`config.mk`:
```
export PLATFORM = sky130hd
export DESIGN_NAME = mem_port_arbiter
export DESIGN_NICKNAME = d
export VERILOG_FILES = /design/src/rtl/mem_port_arbiter.sv
export SDC_FILE = /design/constraint.sdc
export NUM_CORES = 1
export LEC_CHECK = 0
export ABC_AREA = 0
export CORE_MARGIN = 2
export CORE_UTILIZATION = 38
export CTS_CLUSTER_SIZE = 25
export DETAILED_ROUTE_END_ITERATION = 10
export HOLD_SLACK_MARGIN = 0.05
export PLACE_DENSITY = 0.86
export SLEW_MARGIN = 20
export SYNTH_ARGS = -nofsm -noshare
export SYNTH_HDL_FRONTEND = slang
export SYNTH_SLANG_ARGS = --single-unit
```
`constraint.sdc`:
```
create_clock -name clk -period 4.3 [get_ports clk]
set_input_delay 1.075 -clock clk [delete_from_list [all_inputs] [get_ports clk]]
set_output_delay 1.075 -clock clk [all_outputs]
set_load 0.01 [all_outputs]
```
`src/rtl/mem_port_arbiter.sv`:
```
// Two-port arbiter in front of the core's unified instruction/data memory: port 0 is the CPU, port 1 the debug loader.
// Define MEM_ARB_CPU_PRIORITY_EN for fixed port-0 priority on ties; the default build arbitrates round-robin.
module mem_port_arbiter #(
    parameter int ADDR_W = 32,
    parameter int DATA_W = 32,
    parameter int RD_LAT = 1
) (
    input  logic              clk,
    input  logic              reset,
    input  logic              req0,
    input  logic              req1,
    input  logic              we0,
    input  logic              we1,
    input  logic [ADDR_W-1:0] adr0,
    input  logic [ADDR_W-1:0] adr1,
    input  logic [DATA_W-1:0] wd0,
    input  logic [DATA_W-1:0] wd1,
    output logic              gnt0,
    output logic              gnt1,
    output logic              rvalid0,
    output logic              rvalid1,
    output logic [DATA_W-1:0] rdata,
    output logic              busy,
    output logic              mem_en,
    output logic              mem_we,
    output logic [ADDR_W-1:0] mem_adr,
    output logic [DATA_W-1:0] mem_wd,
    input  logic [DATA_W-1:0] mem_rd
);

    typedef enum logic [1:0] {IDLE, CMD, RWAIT} state_t;

    // RD_LAT is limited to 1..4, so the wait counter never needs more than two bits.
    localparam logic [1:0] LAT_LOAD = 2'(RD_LAT - 1);

    state_t     state;
    logic       last_gnt;
    logic       cur_port;
    logic [1:0] cnt;
    logic       tie_pick;
    logic       pick;

    always_comb begin
`ifdef MEM_ARB_CPU_PRIORITY_EN
        tie_pick = 1'b0;
`else
        tie_pick = ~last_gnt;
`endif
        pick = (req0 && req1) ? tie_pick : req1;
    end

    // mem_we/mem_adr/mem_wd double as the latched transaction, so CMD issues straight from them.
    always_ff @(posedge clk or posedge reset) begin
        if (reset) begin
            state    <= IDLE;
            last_gnt <= 1'b1;
            cur_port <= 1'b0;
            cnt      <= '0;
            gnt0     <= 1'b0;
            gnt1     <= 1'b0;
            rvalid0  <= 1'b0;
            rvalid1  <= 1'b0;
            rdata    <= '0;
            busy     <= 1'b0;
            mem_en   <= 1'b0;
            mem_we   <= 1'b0;
            mem_adr  <= '0;
            mem_wd   <= '0;
        end else begin
            // NOTE: non-blocking assignments throughout: every branch sees pre-edge values (CMD reads the
            // mem_we it issued with), and the strobe defaults below make each asserting branch a 1-cycle pulse.
            gnt0    <= 1'b0;
            gnt1    <= 1'b0;
            rvalid0 <= 1'b0;
            rvalid1 <= 1'b0;
            mem_en  <= 1'b0;
            mem_we  <= 1'b0;
            case (state)
                IDLE: begin
                    if (req0 || req1) begin
                        state    <= CMD;
                        busy     <= 1'b1;
                        cur_port <= pick;
                        last_gnt <= pick;
                        gnt0     <= ~pick;
                        gnt1     <= pick;
                        mem_en   <= 1'b1;
                        mem_we   <= pick ? we1 : we0;
                        mem_adr  <= pick ? adr1 : adr0;
                        mem_wd   <= pick ? wd1 : wd0;
                    end
                end
                CMD: begin
                    if (mem_we) begin
                        state <= IDLE;
                        busy  <= 1'b0;
                    end else begin
                        state <= RWAIT;
                        cnt   <= LAT_LOAD;
                    end
                end
                RWAIT: begin
                    if (cnt == 2'd0) begin
                        rdata   <= mem_rd;
                        rvalid0 <= ~cur_port;
                        rvalid1 <= cur_port;
                        state   <= IDLE;
                        busy    <= 1'b0;
                    end else begin
                        cnt <= cnt - 2'd1;
                    end
                end
                default: begin
                    state <= IDLE;
                    busy  <= 1'b0;
                end
            endcase
        end
    end

endmodule

```
# Word level (Yosys, flattened, before mapping)

Cells that the tools add are included.

$add $sub $neg: 1
Equality and inequality tests: 7
Mux-type cells: 27
Bitwise gates (word level): 3
Reduce and logical (&&, ||, !) cells: 10

Operators with widths:

| cell                                              | count |
|---|---|
| two-way mux 32 bit                                | 2 |
| two-way mux 1 bit                                 | 17 |
| two-way mux 2 bit                                 | 5 |
| inequality test 2 bit (second input constant)     | 5 |
| case mux 2 bit (3 select lines)                   | 1 |
| AND reduction 2 bit                               | 3 |
| AND reduction 3 bit                               | 2 |
| logical NOT 2 bit                                 | 2 |
| case mux 2 bit (2 select lines)                   | 1 |
| NOT 1 bit                                         | 3 |
| case mux 1 bit (3 select lines)                   | 1 |
| == test 2 x 1 -> 1 bit (second input constant)    | 1 |
| == test 2 bit (second input constant)             | 1 |
| nonzero test 2 bit                                | 1 |
| subtractor 2 x 1 -> 2 bit (second input constant) | 1 |
| logical AND 1 bit                                 | 1 |
| logical OR 1 bit                                  | 1 |

Flip-flop bits (word level): 109
Output and inout bits: 103
Word-level logic and storage cells: 62

# Longest topological paths before layout

Depth after elaboration: 5
Gate-level depth with buffers: 7
Gate-level depth less buffers: 5

# Worst setup path before layout

OpenSTA, ideal clock, no wires.

Path kind: in2reg
Start point: in req1
End point: reg cur_port
Setup time: 0.119 ns
Arrival time: 1.971 ns
Path slack: 2.210 ns
Stages: 5
Cell sequence: nor2_1 -> buf_2 -> buf_1 -> nor2_1 -> o21a_1

Word-level cells in the longest chain between the ends: 2
Elaborated cells on any way between the ends: 4

Ends and longest elaborated chain:

| what                                                     | line   | text |
|---|---|---|
| start, declared                                          | 11     | `input logic req1,` |
| logical AND 1 bit or logical OR 1 bit (tied branches)    | 49, 80 |  |
| two-way mux 1 bit or AND reduction 2 bit (tied branches) | -      |  |
| end signal, assigned                                     | 83     | `cur_port <= pick;` |
| end, declared                                            | 38     | `logic cur_port;` |

Parallel ways exist; a longest one is shown, timed or not.
A chain may end at the register's enable or synchronous reset.

# Worst setup path in the final report

Start point: in req1
End point: reg mem_wd[1]

Word-level cells in the longest chain between the ends: 3
Elaborated cells on any way between the ends: 5

Ends and longest elaborated chain:

| what                 | line | text |
|---|---|---|
| logical AND 1 bit    | 49   | `pick = (req0 && req1) ? tie_pick : req1;` |
| two-way mux 1 bit    | 49   |  |
| two-way mux 32 bit   | 90   | `mem_wd <= pick ? wd1 : wd0;` |
| end signal, assigned | 90   |  |
| end, declared        | 27   | `output logic [DATA_W-1:0] mem_wd,` |

Parallel ways exist; a longest one is shown, timed or not.

==> impl_results.md <==
* Status: complete, no violations
* Post_cts resized at 0
* Pwr Density at 684 nW/um^2
* Crit-path max cell delay at 0.73 ns
* Detailed-route via count at 3955
* Combinational Power Share at 0.495
* NumNets Final at 754
* Clk Latency, worst-skew pair at 0.33 ns
* Mapped cell area at 4580 sq um
* Area Overhead vs Synth at 66.7%
* Post-synthesis adder-cell area fraction at 0.00273
* Post-synthesis compound-gate area fraction at 0.259
* Critical Path Sink Type: flip-flop
* N_diodes at 0
* Clk slew on worst S/H paths at 0.07 ns
* Fin crit period at 2.98 ns
* Fin. max-slew vios at 0
* Setup CP Type: input port to flip-flop
* Syn Area/Cell at 13.7 sq um
* FP Rows at 40
* CTS sink cnt at 109
* Total Neg Setup Slack at 0 ns
* Detailed Route WL at 13.7 mm
* CP Data Required Time at 4.51 ns
* Sw Share at 0.323
* Num CTS Buffers at 9
* CTS tree: yes
* Part of the cycle the worst path needs at 0.693
* Core area at 11900 sq um
* Yosys warns at 0
* Initial antenna violation count at 0
* Max-cap viol count at 0
* Setup Fix Bufs, Post-CTS at 0
* Post-synthesis register bit count at 109
* Multiplexer share of the synthesized area at 0.0787
* Drt first pass iters at 5
* FF-to-FF Start: state[0]$_DFFE_PP0P_
* Synth cell types at 27
* Commonest non-fill, non-tap cell in the layout: clkdlybuf4s50_1
* Die Width at 114 um
* Met2 routed WL at 6.80 mm
* Design Area, Final at 7630 sq um
* Worst hold path class: flip-flop to flip-flop
* CP Launch Type: input port
* Die area at 12900 sq um
* Syn_nets at 502
* Ordered list of cells on the worst path: clkdlybuf4s50_1, nand2b_1, nand3_1, clkinv_2, a221o_1
* Hold_buf cts at 0
* Metal-1 WL at 5.61 mm
* Power share of the clock group at 0.160
* Number of global-route vias before repair at 4242
* Relative slew slack at 0.355
* Switch Pwr at 1.69 mW
* Top delay family on crit path: buffers and inverters
* First-pass GRT wire length at 21.3 mm
* Synth Area in Simple Gates at 0.0189
* GRT Overall Usage at 0.208
* CTS H-tree depth at 3
* Ports at 269
* PortBufs at 268
* Slowest CP cell: clkinv_2
* Iteration-0 DRC Markers at 167
* Crit path DAT at 3.20 ns
* Clk buf depth at 2
* Setup violators final at 0
* WP buf/inv at 2
* Largest net degree at the start of global routing at 67
* Starting Density at 0.386
* Routability congestion estimate from global placement at 0.800
* CP startpoint: req1
* Final ANT Viol Nets at 0
* DPL Wire Length at 9.92 mm
* Maximum vdd drop at 0.289 mV
* Share of cells above drive strength 1 at 0.0997
* Sequential-to-total area share from yosys stat at 0.596
* Grt ovf at 0
* Pint at 3.53 mW
* HP Start: cur_port$_DFFE_PP0P_
* # fillers at 909
* Via/cell ratio at 5.35
* Fmax at 0.335 GHz
* Max Fanout on Critical Path at 66
* Most frequent cells in the layout: 268 x clkdlybuf4s50_1, 108 x dfrtp_1, 66 x o21a_1
* Largest family of logic cells by synthesized area: compound AO/OA/AOI/OAI gates
* Mean routed wirelength per cell at 18.5 um
* RSZ-0062 raised after global routing: no
* Synth Area in XOR/XNOR at 0
* P_leak at 3.14 nW
* Final hold viol count at 0
* Tightest Pin Transition at 0.967 ns
* Final core utilization at 0.644
* Met3 wire length at 1.04 mm
* Sequential Power Share at 0.345
* Placed Area at 7330 sq um
* Clock root buffer: clkbuf_16
* Top Layer Used: met4
* Chip Height at 114 um
* Mapped Cells at 335
* DR DRC count at 0
* Final setup skew at 0.00686 ns
[power by group through the flow]
stage	Sequential, mW	Clock (mW)	Combinational [mW]
after floorplan	2.00	0	1.10
after global routing	1.87	0.897	2.76
after CTS	1.80	0.852	2.61
after detailed placement	1.81	0	2.60
after global placement	1.79	0	2.52
final	1.80	0.833	2.58
[layout make-up]
type	instances	area [sq um]	area share
inverter	7	30.0	0.00393
clock buffer	10	229	0.0300
multi-input combinational	186	1650	0.216
sequential	109	2730	0.357
clock inverter	6	70.1	0.00918
timing repair buffer	274	2740	0.359
tap	147	184	0.0241
[sequential cells by signal, summed over array words and instances, names as in the netlist, 2 cells and up]
register and flops:
mem_wd 32, mem_adr 32, state 2, cnt 2, rdata 32
[synthesized netlist by cell type]
library cell / n / share of area
and3_1: 1 / 0.0014
nand2b_1: 1 / 0.0014
nand2_1: 1 / 0.00082
buf_2: 15 / 0.016
clkbuf_1: 12 / 0.0098
a2bb2oi_1: 1 / 0.0019
o21ai_0: 1 / 0.0011
buf_6: 5 / 0.012
inv_2: 1 / 0.00082
a21o_1: 1 / 0.0016
nor3b_1: 1 / 0.0016
a221o_1: 64 / 0.14
a21oi_1: 2 / 0.0022
dfrtp_1: 108 / 0.59
or2_1: 1 / 0.0014
nand3_1: 1 / 0.0011
dfstp_2: 1 / 0.0057
nor4b_1: 2 / 0.0038
ha_1: 1 / 0.0027
nand3b_1: 1 / 0.0016
inv_1: 6 / 0.0049
a22o_1: 1 / 0.0019
mux2_2: 32 / 0.079
buf_1: 1 / 0.00082
a211oi_1: 1 / 0.0016
o21a_1: 66 / 0.11
nor2_1: 7 / 0.0057
[routing by layer]
layer	GRT usage	vias to the layer above
li1	-	1798
met1	0.250	1949
met2	0.362	189
met3	0.0627	19
met4	0.0618	0
met5	0	-
[cells by family (layout without fill, tap and decap cells)]
logic type,after synthesis,in the layout
AOI/OAI and AO/OA,137,137
adders and majority gates,1,1
buffers and inverters,40,297
DFF,109,109
muxes,32,32
and+or+nand+nor,16,16
[per-stage QoR]
stage	worst slack (ns)	instances	hold WS, ns	power, mW
floorplan	0.353	335	0.426	3.10
global placement	1.32	723	0.438	4.31
detailed placement	1.22	723	0.451	4.41
CTS	1.58	739	0.463	5.26
global route	1.19	739	0.493	5.52
finish	1.32	739	0.464	5.22
[final timing paths]
kind	cells past startpoint	to	slack, ns
worst min-delay path	1	rvalid0$_DFF_PP0_	0.46
min in group asynchronous	2	mem_wd[6]$_DFFE_PP0P_	1.18
max in group asynchronous	3	last_gnt$_DFFE_PP1P_	2.34
worst min register to register	1	rvalid0$_DFF_PP0_	0.46
worst max-delay path	5	mem_wd[1]$_DFFE_PP0P_	1.32
worst max register to register	4	mem_wd[1]$_DFFE_PP0P_	2.07
No activity file was read; power rests on OpenSTA's default activity.
